<file path="config.mk">
export PLATFORM = sky130hd
export DESIGN_NAME = sr_count_monitor_flat
export DESIGN_NICKNAME = d
export VERILOG_FILES = /design/src/rtl/sr_count_monitor_if.sv /design/src/rtl/sr_count_monitor.sv /design/src/flat_wrapper.sv
export SDC_FILE = /design/constraint.sdc
export NUM_CORES = 1
export LEC_CHECK = 0
export CELL_PAD_IN_SITES_DETAIL_PLACEMENT = 1
export CELL_PAD_IN_SITES_GLOBAL_PLACEMENT = 2
export CORE_ASPECT_RATIO = 0.8
export CORE_UTILIZATION = 36
export DETAILED_ROUTE_END_ITERATION = 10
export PLACE_DENSITY_LB_ADDON = 0.1
export SLEW_MARGIN = 10
export SYNTH_ARGS = -nofsm -noshare
export SYNTH_HDL_FRONTEND = slang
export SYNTH_SLANG_ARGS = --single-unit
</file>
<file path="constraint.sdc">
create_clock -name clk -period 4.3 [get_ports clk]
set_input_delay 0.645 -clock clk [delete_from_list [all_inputs] [get_ports clk]]
set_output_delay 0.645 -clock clk [all_outputs]
set_load 0.01 [all_outputs]
</file>
<file path="src/rtl/sr_count_monitor_if.sv">
// Bus between a counter-side driver and the sr_count_monitor checker:
// sample stimulus one way, registered status back the other.
interface sr_count_monitor_if #(
    parameter int WIDTH = 3,
    parameter int CNT_W = 8
);
    logic             en;
    logic [WIDTH-1:0] count_in;
    logic             err_clr;
    logic             locked;
    logic             wrap_pulse;
    logic             seq_err;
    logic             err_flag;
    logic [CNT_W-1:0] wrap_count;
    logic [CNT_W-1:0] err_count;

    modport master (
        output en, count_in, err_clr,
        input  locked, wrap_pulse, seq_err, err_flag, wrap_count, err_count
    );

    modport slave (
        input  en, count_in, err_clr,
        output locked, wrap_pulse, seq_err, err_flag, wrap_count, err_count
    );
endinterface

</file>
<file path="src/rtl/sr_count_monitor.sv">
// Checks that a free-running counter steps by exactly +1 mod 2^WIDTH.
// It locks after SYNC_LEN good steps, then reports wraps and sequence errors.
module sr_count_monitor #(
    parameter int WIDTH    = 3,
    parameter int SYNC_LEN = 4,
    parameter int CNT_W    = 8
) (
    input logic                clk,
    input logic                reset,
    sr_count_monitor_if.slave  bus
);
    localparam int RUN_W = $clog2(SYNC_LEN + 1);

    typedef enum logic [1:0] {
        ST_INIT = 2'd0,
        ST_SYNC = 2'd1,
        ST_LOCK = 2'd2
    } state_t;

    state_t            state_r, state_nxt_s;
    logic [WIDTH-1:0]  prev_r, prev_nxt_s;
    logic [RUN_W-1:0]  run_r, run_nxt_s, run_inc_s;
    logic              locked_r;
    logic              wrap_pulse_r, wrap_pulse_nxt_s;
    logic              seq_err_r, seq_err_nxt_s;
    logic              err_flag_r, err_flag_nxt_s;
    logic [CNT_W-1:0]  wrap_count_r, wrap_count_nxt_s;
    logic [CNT_W-1:0]  err_count_r, err_count_nxt_s, err_base_s;
    logic              correct_s;
    logic              wrap_s;

    function automatic logic [CNT_W-1:0] sat_inc(input logic [CNT_W-1:0] v);
        return (v == {CNT_W{1'b1}}) ? v : v + {{(CNT_W-1){1'b0}}, 1'b1};
    endfunction

    // Next-state and next-output decode for the INIT/SYNC/LOCK tracker.
    always_comb begin
        state_nxt_s      = state_r;
        prev_nxt_s       = prev_r;
        run_nxt_s        = run_r;
        wrap_pulse_nxt_s = 1'b0;
        seq_err_nxt_s    = 1'b0;
        wrap_count_nxt_s = wrap_count_r;
        // X/Z on count_in leaves the equality unknown, which falls to "incorrect".
        correct_s  = (bus.count_in == (prev_r + {{(WIDTH-1){1'b0}}, 1'b1}));
        wrap_s     = (prev_r == {WIDTH{1'b1}}) && (bus.count_in == {WIDTH{1'b0}});
        run_inc_s  = run_r + {{(RUN_W-1){1'b0}}, 1'b1};
        err_base_s = bus.err_clr ? {CNT_W{1'b0}} : err_count_r;
        err_count_nxt_s = err_base_s;
        err_flag_nxt_s  = bus.err_clr ? 1'b0 : err_flag_r;

        if (bus.en) begin
            prev_nxt_s = bus.count_in;
            case (state_r)
                ST_INIT: begin
                    run_nxt_s   = {RUN_W{1'b0}};
                    state_nxt_s = ST_SYNC;
                end
                ST_SYNC: begin
                    if (correct_s) begin
                        if (run_inc_s == RUN_W'(SYNC_LEN)) begin
                            run_nxt_s   = {RUN_W{1'b0}};
                            state_nxt_s = ST_LOCK;
                        end else begin
                            run_nxt_s = run_inc_s;
                        end
                    end else begin
                        run_nxt_s = {RUN_W{1'b0}};
                    end
                end
                ST_LOCK: begin
                    if (correct_s) begin
                        if (wrap_s) begin
                            wrap_pulse_nxt_s = 1'b1;
                            wrap_count_nxt_s = sat_inc(wrap_count_r);
                        end else begin
                            wrap_pulse_nxt_s = 1'b0;
                        end
                    end else begin
                        // A detected error takes precedence over a same-edge clear.
                        seq_err_nxt_s   = 1'b1;
                        err_flag_nxt_s  = 1'b1;
                        err_count_nxt_s = sat_inc(err_base_s);
                        run_nxt_s       = {RUN_W{1'b0}};
                        state_nxt_s     = ST_SYNC;
                    end
                end
                default: begin
                    run_nxt_s   = {RUN_W{1'b0}};
                    state_nxt_s = ST_INIT;
                end
            endcase
        end else begin
            prev_nxt_s = prev_r;
        end
    end

    // State and registered status outputs.
    always_ff @(posedge clk or negedge reset) begin
        if (!reset) begin
            state_r      <= ST_INIT;
            prev_r       <= {WIDTH{1'b0}};
            run_r        <= {RUN_W{1'b0}};
            locked_r     <= 1'b0;
            wrap_pulse_r <= 1'b0;
            seq_err_r    <= 1'b0;
            err_flag_r   <= 1'b0;
            wrap_count_r <= {CNT_W{1'b0}};
            err_count_r  <= {CNT_W{1'b0}};
        end else begin
            state_r      <= state_nxt_s;
            prev_r       <= prev_nxt_s;
            run_r        <= run_nxt_s;
            locked_r     <= (state_nxt_s == ST_LOCK);
            wrap_pulse_r <= wrap_pulse_nxt_s;
            seq_err_r    <= seq_err_nxt_s;
            err_flag_r   <= err_flag_nxt_s;
            wrap_count_r <= wrap_count_nxt_s;
            err_count_r  <= err_count_nxt_s;
        end
    end

    assign bus.locked     = locked_r;
    assign bus.wrap_pulse = wrap_pulse_r;
    assign bus.seq_err    = seq_err_r;
    assign bus.err_flag   = err_flag_r;
    assign bus.wrap_count = wrap_count_r;
    assign bus.err_count  = err_count_r;
endmodule

</file>
<file path="src/flat_wrapper.sv">
// flat-port wrapper written by rule: the top's interface ports become plain ports
module sr_count_monitor_flat 
#(
    parameter int WIDTH    = 3,
    parameter int SYNC_LEN = 4,
    parameter int CNT_W    = 8
)
  (clk, reset, bus_en, bus_count_in, bus_err_clr, bus_locked, bus_wrap_pulse, bus_seq_err, bus_err_flag, bus_wrap_count, bus_err_count);
  sr_count_monitor_if #(.WIDTH(WIDTH), .CNT_W(CNT_W)) bus_i ();
  input logic clk;
  input logic reset;
  input wire logic [$bits(bus_i.en)-1:0] bus_en;
  input wire logic [$bits(bus_i.count_in)-1:0] bus_count_in;
  input wire logic [$bits(bus_i.err_clr)-1:0] bus_err_clr;
  output wire logic [$bits(bus_i.locked)-1:0] bus_locked;
  output wire logic [$bits(bus_i.wrap_pulse)-1:0] bus_wrap_pulse;
  output wire logic [$bits(bus_i.seq_err)-1:0] bus_seq_err;
  output wire logic [$bits(bus_i.err_flag)-1:0] bus_err_flag;
  output wire logic [$bits(bus_i.wrap_count)-1:0] bus_wrap_count;
  output wire logic [$bits(bus_i.err_count)-1:0] bus_err_count;
  assign bus_i.en = bus_en;
  assign bus_i.count_in = bus_count_in;
  assign bus_i.err_clr = bus_err_clr;
  assign bus_locked = bus_i.locked;
  assign bus_wrap_pulse = bus_i.wrap_pulse;
  assign bus_seq_err = bus_i.seq_err;
  assign bus_err_flag = bus_i.err_flag;
  assign bus_wrap_count = bus_i.wrap_count;
  assign bus_err_count = bus_i.err_count;
  sr_count_monitor #(.WIDTH(WIDTH), .SYNC_LEN(SYNC_LEN), .CNT_W(CNT_W)) u_core (.clk(clk), .reset(reset), .bus(bus_i));
endmodule
</file>
==> flow_summary.yaml, run 1 <==
cells_and_area:
  nFillCells: 441
  fin_area_um2: 1880
  syn2layout_area_growth_pct: 24.4
  drive_above_1_share_pct: 10.8
  final_nets: 180
  antenna_cells: 0
  fin_util_pct: 48.2
synthesis:
  yosys.area.top_type: "dfrtp_1"
  synth-seq-area-share_pct: 46.3
  synth-seq-cells: 28
  synth_top_area_share_pct: 46.3
  syn_inst: 139
  syn_avg_cell_area_um2: 10.9
  synth_top_flop_cell: "dfrtp_1"
  synth_area_leaders: "dfrtp_1, xor2_1, ha_1, nor4_2, nand2_1"
  synth_nets: 152
  synthTopCellsByCount: "dfrtp_1, nand2_1, xor2_1"
  synthArstFlopShare_pct: 100
  synth_edf_count: 0
  yosysMostFrequentCell: "dfrtp_1"
  syn_area_um2: 1510
  ys_types: 41
  ys_warn_count: 0
detailed_routing:
  post_drt_wl_per_cell_um: 14.9
  first_pass_iters: 4
  drc: 0
  drt_iter0_drc: 62
  wl_mm: 3.30
  num_vias: 1157
  ant_nets: 0
  routed_via_density: 5.24
sta:
  final_max_slew_viol_count: 0
  fin_crit_sh_pct: 63.3
  tightest_slew_ns: 0.727
  min_period_ns: 2.72
  maxSlewHeadroom_pct: 51.4
  finalHoldViolCount: 0
  setup_viol: 0
  fmax_mhz: 367
  worst_hold_slack_ns: 0.501
  finalClockSkew_ns: 0.00263
  fin_tns_setup_ns: 0
  rsz0062_at_grt: "no"
clocking:
  cts_resized: 0
  clk_latency_ns: 0.27
  cts_max_path_buffers: 2
  cts_root_buf: "clkbuf_8"
  htreeDepth: 1
  cts_tree: "yes"
  cts-buffers-inserted: 3
  clk_pin_slew_worst_paths_ns: 0.09
  cts_hold_buf: 0
  cts.sinks: 28
  cts_setup_buffers: 0
hold_path:
  hold_path.class: "register to register"
critical_path:
  cp_cell_sequence: "clkdlybuf4s50_1, nor2b_1, ha_1, nand4b_1, nor3_1, nand2b_1, mux2_1"
  crit_arrival_ns: 2.89
  cp_slowest_cell: "clkdlybuf4s50_1"
  critPathLaunchType: "input port"
  required_ns: 4.46
  end_kind: "register"
  worstSetupPathType: "input port to register"
  path_max_fanout: 11
  max_stage_delay_ns: 0.60
placement:
  placed_area_um2: 1830
  gp_congestion: 0.840
  hpwl_mm: 2.35
  portBuffers: 26
grt:
  grt_util_met3_pct: 4.05
  grt_overflow: 0
  grt_pass1_wl_mm: 5.51
  grtUsageMet1_pct: 24.2
  antenna_found_initial: 0
  grt_pass1_vias: 1149
  busiest_layer: "met2"
  grt.total_usage_pct: 16.4
  grt_max_degree: 29
  met2_usage_pct: 24.5
floorplan:
  die_area_um2: 4470
  start_util_pct: 38.8
  die_x_um: 74.5
  core_area_um2: 3900
  io-pin-count: 27
  die_height_um: 60
  num_rows: 20
power:
  p_per_area_nw_per_um2: 259
  total_power_mw: 0.487
  p_leak_nw: 0.813
  ir_worst_vdd_v: 0.000140
outcome:
  outcome: "complete, no violations"
run:
  timing.max_cap.violations: 0
==> power breakdown <==
part	internal (mW)	total, mW	switching [mW]
clock network	0.0820	0.163	0.0812
logic	0.0195	0.0522	0.0327
registers	0.268	0.272	0.00405
total	0.369	0.487	0.118
==> registers in the layout (all words and copies together), names as in the netlist <==
signal,cells
u_core.run_r,3
u_core.bus.locked,1
u_core.bus.err_flag,1
u_core.bus.seq_err,1
u_core.state_r,2
u_core.bus.err_count,8
u_core.prev_r,3
u_core.bus.wrap_count,8
u_core.bus.wrap_pulse,1
==> critical path, delay by kind of cell <==
kind	cells	cell delay, ns
fa+ha+maj	1	0.31
simple gates	4	1.00
mux	1	0.33
buf+inv	1	0.60
==> cell families after synthesis <==
| family | count (synthesis) | synth area share (%) |
|---|---|---|
| multiplexers | 7 | 5.12 |
| flip-flops | 28 | 46.3 |
| buffers and inverters | 7 | 2.23 |
| adder cells (fa/ha/maj) | 6 | 4.96 |
| AND/OR/NAND/NOR | 56 | 23.4 |
| AO/OA/AOI/OAI | 23 | 11.1 |
| XOR/XNOR | 12 | 6.94 |
==> final cells by class <==
class | count | area (um2) | share of cell area [%]
clock buffer | 4 | 55.1 | 2.92
inverter | 3 | 11.3 | 0.598
multi-input combinational | 104 | 779 | 41.4
sequential | 28 | 701 | 37.2
tap | 55 | 68.8 | 3.65
timing repair buffer | 27 | 268 | 14.2
==> placed cells by master, fill, tap and decap left out, types with 2 or more instances in the layout <==
cell | Yosys | final
a21oi_1 | 4 | 4
a311oi_1 | 2 | 2
a31oi_1 | 2 | 2
and2_1 | 2 | 2
and3_1 | 4 | 4
clkbuf_8 | 0 | 4
clkdlybuf4s50_1 | 0 | 26
dfrtp_1 | 28 | 28
ha_1 | 6 | 6
inv_1 | 2 | 2
mux2_1 | 3 | 3
mux2_2 | 3 | 3
nand2_1 | 11 | 11
nand2b_1 | 6 | 6
nand3_1 | 5 | 5
nand4_1 | 2 | 2
nor2_1 | 7 | 7
nor2b_1 | 4 | 4
nor3_1 | 3 | 3
nor4_2 | 5 | 5
nor4b_1 | 2 | 2
o21ai_0 | 2 | 2
o31ai_1 | 3 | 3
o41ai_1 | 2 | 2
xnor2_1 | 2 | 2
xor2_1 | 10 | 10
==> per-stage QoR <==
stage               cells  setup WS (ns)
detailed placement    217           1.28
global placement      217           1.41
global route          221           1.46
CTS                   221           1.58
finish                221           1.58
floorplan             139           2.02
==> metal layers <==
metal	wire length [um]	vias up
met5	0	-
met4	16	0
met3	139	2
met2	1480	26
met1	1660	566
li1	-	563
==> path summary, 6_finish.rpt <==
kind | from | to | slack (ns) | cells past startpoint
worst max-delay path | bus_err_clr | u_core.bus.err_count[1] | 1.58 | 7
worst min-delay path | u_core.bus.wrap_count[7] | u_core.bus.wrap_count[7] | 0.50 | 1
worst max register to register | u_core.prev_r[0] | u_core.bus.err_count[1] | 1.86 | 7
worst min register to register | u_core.bus.wrap_count[7] | u_core.bus.wrap_count[7] | 0.50 | 1
max in group asynchronous | reset | u_core.bus.err_count[3] | 3.28 | 2
min in group asynchronous | reset | u_core.bus.wrap_count[4] | 0.75 | 2
Power figures use the tool's default switching activity.
==> run 2, diff against run 1 <==
--- a/config.mk
+++ b/config.mk
@@ -8,7 +8,7 @@
 export CELL_PAD_IN_SITES_DETAIL_PLACEMENT = 1
 export CELL_PAD_IN_SITES_GLOBAL_PLACEMENT = 2
 export CORE_ASPECT_RATIO = 0.8
-export CORE_UTILIZATION = 36
+export CORE_UTILIZATION = 30
 export DETAILED_ROUTE_END_ITERATION = 10
 export PLACE_DENSITY_LB_ADDON = 0.1
 export SLEW_MARGIN = 10
==> constraint.sdc (replaced) <==
create_clock -name clk -period 2.29 [get_ports clk]
set_input_delay 0.3435 -clock clk [delete_from_list [all_inputs] [get_ports clk]]
set_output_delay 0.3435 -clock clk [all_outputs]
set_load 0.01 [all_outputs]
==> flow_summary.yaml, run 2 (synthesized netlist as in run 1, its figures left out) <==
critical_path:
  required_ns: 2.45
  r2r_slack_ns: 0.07
  path_max_fanout: 6
  max_stage_delay_ns: 0.46
  cp_slowest_cell: "o31ai_2"
  critPathLaunchType: "register"
  crit_arrival_ns: 2.39
  end_kind: "register"
  worstSetupPathType: "register to register"
  cp_cell_sequence: "ha_1, ha_4, xor2_2, o31ai_2, inv_2, nand2b_1, mux2_1"
cells_and_area:
  final_nets: 197
  antenna_cells: 0
  multi_input_area_um2: 823
  finalNonFillerCells: 243
  nFillCells: 539
  syn2layout_area_growth_pct: 36.1
  final_cell_mix: "dfrtp_1, clkdlybuf4s50_1, buf_4, nand2_1, xor2_1"
  final_common_cell: "dfrtp_1"
  drive_above_1_share_pct: 20.2
  regArea_um2: 701
power:
  clkPwrFrac_pct: 32.3
  switching_share_pct: 25.1
  ir_worst_vdd_v: 0.000236
  total_power_mw: 0.969
  power_frac_comb_pct: 14.9
  seqPwrFrac_pct: 52.8
  p_per_area_nw_per_um2: 470
  p_leak_nw: 0.901
  internal_power_mw: 0.726
  netSwitchingPower_mw: 0.243
clocking:
  cts.sinks: 28
  clk_pin_slew_worst_paths_ns: 0.10
  cts_hold_buf: 0
  clk_latency_ns: 0.28
  cts_root_buf: "clkbuf_8"
  cts-buffers-inserted: 3
  cts_tree: "yes"
  cts_max_path_buffers: 2
  htreeDepth: 1
grt:
  grt.total_usage_pct: 15.0
  antenna_found_initial: 0
  grt_overflow: 0
  grt_pass1_wl_mm: 5.98
  grt_max_degree: 29
  grt_pass1_vias: 1213
placement:
  dp_cells: 234
  portBuffers: 26
  pre_cts_ws_ns: -0.0167
  hpwl_mm: 2.67
  gp_congestion: 0.791
detailed_routing:
  first_pass_iters: 4
  num_vias: 1217
  wl_mm: 3.66
  post_drt_wl_per_cell_um: 15.0
  routed_via_density: 5.01
  drc: 0
  ant_nets: 0
  drt_iter0_drc: 61
sta:
  final_max_slew_viol_count: 0
  setup_viol: 0
  tightest_slew_ns: 0.946
  fin_crit_sh_pct: 97.1
  fmax_mhz: 450
  maxSlewHeadroom_pct: 36.7
  finalClockSkew_ns: 0.00649
  setup_ws_ns: 0.0655
  finalHoldViolCount: 0
  min_period_ns: 2.22
  fin_tns_setup_ns: 0
floorplan:
  start_util_pct: 32.2
  die_area_um2: 5340
  num_rows: 22
  core_area_um2: 4710
  die_height_um: 65.5
  io-pin-count: 27
  die_x_um: 81.4
outcome:
  outcome: "complete, no violations"
run:
  timing.max_cap.violations: 0
hold_path:
  hold_path.class: "input port to asynchronous set/reset pin"
[run 2: area by class of cell]
class / instances / share of cell area (%)
flip-flops and latches: 28 / 34.0
repair buffers: 44 / 19.2
well taps: 60 / 3.64
multi-input cells: 104 / 40.0
inverters: 3 / 0.546
clock buffers: 4 / 2.67
[run 2: what timing repair did]
item,CTS,global route
setup buffers,2,3
gates cloned,0,0
pin swaps,1,2
gates resized for setup,2,3
setup endpoints to repair,2,11
[run 2: final timing paths]
check                                          from                       end  depth (start not counted)
min                                           reset  u_core.bus.wrap_count[7]                          2
max reg2reg                        u_core.prev_r[0]   u_core.bus.err_count[1]                          7
max in group asynchronous                     reset   u_core.bus.err_count[3]                          2
min in group clk           u_core.bus.wrap_count[7]  u_core.bus.wrap_count[7]                          1
min reg2reg                u_core.bus.wrap_count[7]  u_core.bus.wrap_count[7]                          1
max                                u_core.prev_r[0]   u_core.bus.err_count[1]                          7
[run 2: worst max-delay path, delay by kind of cell, from the launching register on]
kind | cells | cell delay [ns]
AOI/OAI and AO/OA | 1 | 0.46
xor gates and xnor gates | 1 | 0.19
adders and majority gates | 2 | 0.47
buffers and inverters | 1 | 0.07
DFF | 1 | 0.42
muxes | 1 | 0.34
and+or+nand+nor | 1 | 0.16
[run 2: through the flow]
| stage | util [%] | hold WS, ns | instance area [um2] |
|---|---|---|---|
| 6_report | 43.8 | 0.435 | 2060 |
| 3_3_place_gp | 40.9 | 0.480 | 1920 |
| 4_1_cts | 42.7 | 0.445 | 2010 |
| 3_5_place_dp | 40.9 | 0.500 | 1920 |
| 2_1_floorplan | - | 0.0479 | 1510 |
| 5_1_grt | 43.8 | 0.473 | 2060 |
[run 2: per-layer routing]
metal / GRT usage (%) / share of wire [%] / wire [um]
met5: 0 / 0 / 0
met4: 4.02 / 1.0 / 38
met3: 3.75 / 3.1 / 115
met2: 24.0 / 47 / 1710
met1: 20.0 / 49 / 1790
[run 2: power by group through the flow]
stage               Sequential, mW  Clock (mW)  Combinational [mW]
floorplan                    0.519           0              0.0690
global placement             0.519           0               0.110
detailed placement           0.521           0               0.115
CTS                          0.511       0.331               0.125
global route                 0.513       0.350               0.158
finish                       0.512       0.313               0.144
==> patch 1, RTL diff (flow settings as in run 2) <==
Encoding of `state_t`: now one-hot (3 bits for 3 states).
--- a/src/rtl/sr_count_monitor.sv
+++ b/src/rtl/sr_count_monitor.sv
@@ -13,6 +13,6 @@
 
-    typedef enum logic [1:0] {
-        ST_INIT = 2'd0,
-        ST_SYNC = 2'd1,
-        ST_LOCK = 2'd2
+    typedef enum logic [2:0] {
+        ST_INIT = 3'b001,
+        ST_SYNC = 3'b010,
+        ST_LOCK = 3'b100
     } state_t;
Behaviour: same outputs for any inputs over 10 cycles, from zero or initial values and one cycle with reset low; not proved beyond that.
==> patch 1 against run 2 <==
- final area increased by 2.1%
- sequential cell count increased by 1
- routed wire length increased by 6.3%
- clock skew decreased by 2.6 ps
- clock power increased by 47%
- setup slack improved by 78 ps
- cell count increased by 4.5%
- global-route usage increased by 1.8 points
- power increased by 30%
- utilization decreased by 1.8 points
- synthesized area increased by 3.3%
- first-iteration DRC count decreased by 30%
- highest routed layer unchanged
==> patch 1: results (changes against run 2) <==
Global route
  – Met2 Use GR: 0.232 (was 0.240)
  – Number of global-route vias before repair: 1334 (was 1213)
  – Grt met3 use: 0.0616 (was 0.0375)
  – Pin count of the biggest net entering global routing: 19 (was 29)
  – First-pass GRT wire length: 6680 um (was 5980 um)
  – Met1 usage: 0.239 (was 0.200)

Clock network
  – Total CTS buffers: 5 (was 3)
  – PostCTS Resize Cnt: 0 (was 2)
  – Clock-pin slew on the worst setup and hold paths: 60 ps (was 100 ps)

Power and ir drop
  – Leakage: 0.960 nW (was 0.901 nW)
  – Max VDD drop: 0.000272 V (was 0.000236 V)
  – Sw power: 343 uW (was 243 uW)
  – Sw Ratio: 0.272 (was 0.251)
  – Part of the power in registers: 0.462 (was 0.528)

Placement
  – DP Cell Count: 246 (was 234)
  – RD Place Congestion: 0.865 (was 0.791)
  – Cell Area, Placed: 2000 sq um (was 1920 sq um)

Final layout
  – Non-clk invs: 5 (was 3)
  – Layout cells sized above 1: 0.167 (was 0.202)
  – Sequential cell area: 727 sq um (was 701 sq um)
  – Filler cells: 563 (was 539)
  – ClkCell Share: 0.0482 (was 0.0267)
  – Footprint of the multi-input gates: 795 sq um (was 823 sq um)
  – Non-clock buffering overhead: 0.183 (was 0.192)
  – Plain + repair buffers: 41 (was 44)
  – Layout Nets: 204 (was 197)
  – Clock buffer count: 7 (was 4)

Setup path
  – Worst Path Max Fanout: 9 (was 6)
  – Data arrival, critical path: 2350 ps (was 2390 ps)

Yosys
  – Yosys cell types: 42 (was 41)
  – Net count after synthesis: 159 (was 152)
  – Synth Instances: 146 (was 139)
  – Number of register bits inferred by synthesis: 29 (was 28)
  – Post-synthesis sequential area ratio: 0.465 (was 0.463)
  – Commonest cells in the synthesized netlist: dfrtp_1, xor2_1, a21oi_1, nor2_1, nand3_1 (was dfrtp_1, nand2_1, xor2_1)

Status
  – Status: finished clean (unchanged)

Detailed routing
  – Post-Route WL: 3890 um (was 3660 um)
  – Met3 WL: 199 um (was 115 um)
  – Vias per cell: 5.08 (was 5.01)
  – Metal-1 WL: 2020 um (was 1790 um)
  – Avg WL per Cell: 15.3 um (was 15.0 um)
  – Starting DRT DRC Count: 43 (was 61)
  – DR WL met2: 1620 um (was 1710 um)

Timing
  – Fmax: 466 MHz (was 450 MHz)
  – Worst Skew: 3.86 ps (was 6.49 ps)
==> patch 1: cells by family (layout without fill, tap and decap cells) <==
group | after synthesis | after routing | synth area share
and+or+nand+nor | 53 | 53 | 0.192
AOI/OAI and AO/OA | 30 | 30 | 0.143
DFF | 29 | 29 | 0.465
buffers and inverters | 8 | 54 | 0.0272
muxes | 5 | 5 | 0.0360
xor gates and xnor gates | 15 | 15 | 0.0888
adders and majority gates | 6 | 6 | 0.0480
==> patch 1: worst max-delay path, stage by stage (launching register included) <==
cell	delay [ps]
dfrtp_1	380
ha_1	210
ha_1	330
xor2_2	220
o31ai_4	390
inv_1	200
a41o_1	250
nor2_1	90
==> patch 1: final timing paths <==
check / to / slack, ps / cells past startpoint
max in group asynchronous: u_core.bus.wrap_count[1] / 1290 / 2
min: u_core.state_r[1] / 470 / 1
max: u_core.bus.err_count[4] / 140 / 7
min reg2reg: u_core.bus.wrap_count[6] / 510 / 1
min in group clk: u_core.bus.wrap_count[6] / 510 / 1
max reg2reg: u_core.bus.err_count[4] / 140 / 7
==> patch 2, RTL diff (settings of run 2) <==
Without the edit above. `WIDTH` is set to 3 in 3 places; all go to 5.
--- a/src/rtl/sr_count_monitor_if.sv
+++ b/src/rtl/sr_count_monitor_if.sv
@@ -3,3 +3,3 @@
 interface sr_count_monitor_if #(
-    parameter int WIDTH = 3,
+    parameter int WIDTH = 5,
     parameter int CNT_W = 8
--- a/src/rtl/sr_count_monitor.sv
+++ b/src/rtl/sr_count_monitor.sv
@@ -3,3 +3,3 @@
 module sr_count_monitor #(
-    parameter int WIDTH    = 3,
+    parameter int WIDTH    = 5,
     parameter int SYNC_LEN = 4,
--- a/src/flat_wrapper.sv
+++ b/src/flat_wrapper.sv
@@ -3,3 +3,3 @@
 #(
-    parameter int WIDTH    = 3,
+    parameter int WIDTH    = 5,
     parameter int SYNC_LEN = 4,
Interface: changed (resized bus_count_in); port bits go from 27 to 29. The function was not compared with the original's and may differ.
==> patch 2 against run 2 <==
- cell count rose by 7.8%
- setup slack lost 29 ps
- power rose by 29%
- routed wire length grew 13%
- the run now ends with DRC left
- die area grew 7.1%
- synthesized area is 7.4% higher
- final area grew 11%
- sequential cell count up 2
==> patch 2: results (changes against run 2) <==
Yosys
  – Yosys cell types: 39 (was 41)
  – Top_reg_cell synth: dfrtp_1 (unchanged)
  – Net count after synthesis: 163 (was 152)
  – Async S/R FF share, synth: 1.00 (unchanged)
  – Syn. warnings: 0 (unchanged)
  – Synth area leaders: dfrtp_1, mux2_2, xnor2_1, ha_1, nand3_1 (was dfrtp_1, xor2_1, ha_1, nor4_2, nand2_1)
  – Post-synthesis sequential area ratio: 0.462 (was 0.463)
  – Commonest cells in the synthesized netlist: dfrtp_1, nand2_1, nand3_1, xnor2_1 (was dfrtp_1, nand2_1, xor2_1)

Status
  – Status: complete, but fails checks (was finished clean)
  – Failing checks: DRC

Placement
  – HPWL Detailed: 2910 um (was 2670 um)
  – Buffers on Ports: 28 (was 26)
  – RD Place Congestion: 0.738 (was 0.791)
  – Cell Area, Placed: 2100 sq um (was 1920 sq um)
  – DP Worst Slack: -119 ps (was -16.7 ps)

Clock network
  – CTS Buffer Depth: 2 (unchanged)
  – # Post-CTS Setup Buffers: 1 (was 2)
  – H-tree Lvls: 2 (was 1)
  – Clock root cell: clkbuf_8 (unchanged)
  – Clock-pin slew on the worst setup and hold paths: 70 ps (was 100 ps)
  – Clk_lat worst skew: 280 ps (about the same)
  – Total CTS buffers: 5 (was 3)
  – PostCTS Resize Cnt: 4 (was 2)

Final layout
  – N_diodes: 0 (unchanged)
  – Layout Nets: 214 (was 197)
  – Layout cells sized above 1: 0.255 (was 0.202)
  – Filler cells: 564 (was 539)

Global route
  – Number of global-route vias before repair: 1485 (was 1213)
  – Pin count of the biggest net entering global routing: 31 (was 29)
  – First-pass GRT wire length: 7040 um (was 5980 um)
  – Initial antenna violation count: 0 (unchanged)
  – GR Util All Layers: 0.161 (was 0.150)

Setup path
  – CP max stage delay: 420 ps (was 460 ps)
  – Top cell family by delay on the critical path: simple AND/OR/NAND/NOR gates (was adder cells)
  – Slowest cell on the critical path: or3b_4 (was o31ai_2)
  – Worst Path Max Fanout: 3 (was 6)
  – Data arrival, critical path: 2420 ps (was 2390 ps)

Power and ir drop
  – Sw power: 301 uW (was 243 uW)
  – Comb power frac: 0.132 (was 0.149)
  – Part of the power in registers: 0.440 (was 0.528)
  – Flip-flop and latch power: 548 uW (was 512 uW)
  – Max VDD drop: 0.000225 V (was 0.000236 V)
  – Leakage: 1.02 nW (was 0.901 nW)

Timing
  – Max-slew headroom: 0.729 (was 0.367)
  – Worst Skew: 7.40 ps (was 6.49 ps)

Min path
  – Hold Path Class: in -> async (unchanged)

Detailed routing
  – Starting DRT DRC Count: 47 (was 61)
  – Drt first pass iters: 7 (was 4)
  – DRC viols: 2 (was 0)
  – Via total after detailed routing: 1325 (was 1217)
  – Post-Route WL: 4120 um (was 3660 um)
## patch 2: cell types whose count changed after synthesis, moves of 5 or more
cell      change
xnor2_1       +9
xor2_1        -7
mux2_2        +6
nand3_1       +6
nand2b_1      -5
nand4_1       +5
nor4_2        -5
## patch 2: through the flow
stage / total power [mW] / instances
2_1_floorplan: 0.630 / 148
3_3_place_gp: 0.697 / 252
3_5_place_dp: 0.703 / 252
4_1_cts: 1.26 / 261
5_1_grt: 1.31 / 262
6_report: 1.25 / 262
## patch 2: area by class of cell
cell class | count | area [sq um] | share of cell area
clock buffer | 5 | 68.8 | 0.0301
clock inverter | 3 | 40.0 | 0.0175
timing repair buffer | 48 | 434 | 0.190
tap | 62 | 77.6 | 0.0339
inverter | 2 | 7.51 | 0.00328
sequential | 30 | 751 | 0.328
multi-input combinational | 112 | 910 | 0.397
## patch 2: final timing paths
kind                                           from  depth (start not counted)                  endpoint  slack (ps)
worst min-delay path                          reset                          2          u_core.prev_r[4]         450
min in group clk                u_core.bus.err_flag                          1       u_core.bus.err_flag         500
worst min register to register  u_core.bus.err_flag                          1       u_core.bus.err_flag         500
max in group asynchronous                     reset                          2   u_core.bus.err_count[5]        1540
worst max-delay path               u_core.prev_r[0]                          8  u_core.bus.wrap_count[5]          40
worst max register to register     u_core.prev_r[0]                          8  u_core.bus.wrap_count[5]          40
## patch 2: metal layers
layer	track usage	up-vias	wire, um
li1	-	632	-
met1	0.201	664	1950
met2	0.278	22	1940
met3	0.0398	7	164
met4	0.0582	0	53
met5	0	-	0
## patch 2: cells by family after synthesis
kind of cell,count (synthesis),share of synthesized area
AND/OR/NAND/NOR,66,0.253
flip-flops,30,0.462
AO/OA/AOI/OAI,15,0.0647
XOR/XNOR,15,0.0893
multiplexers,10,0.0685
buffers and inverters,6,0.0169
adder cells (fa/ha/maj),6,0.0462
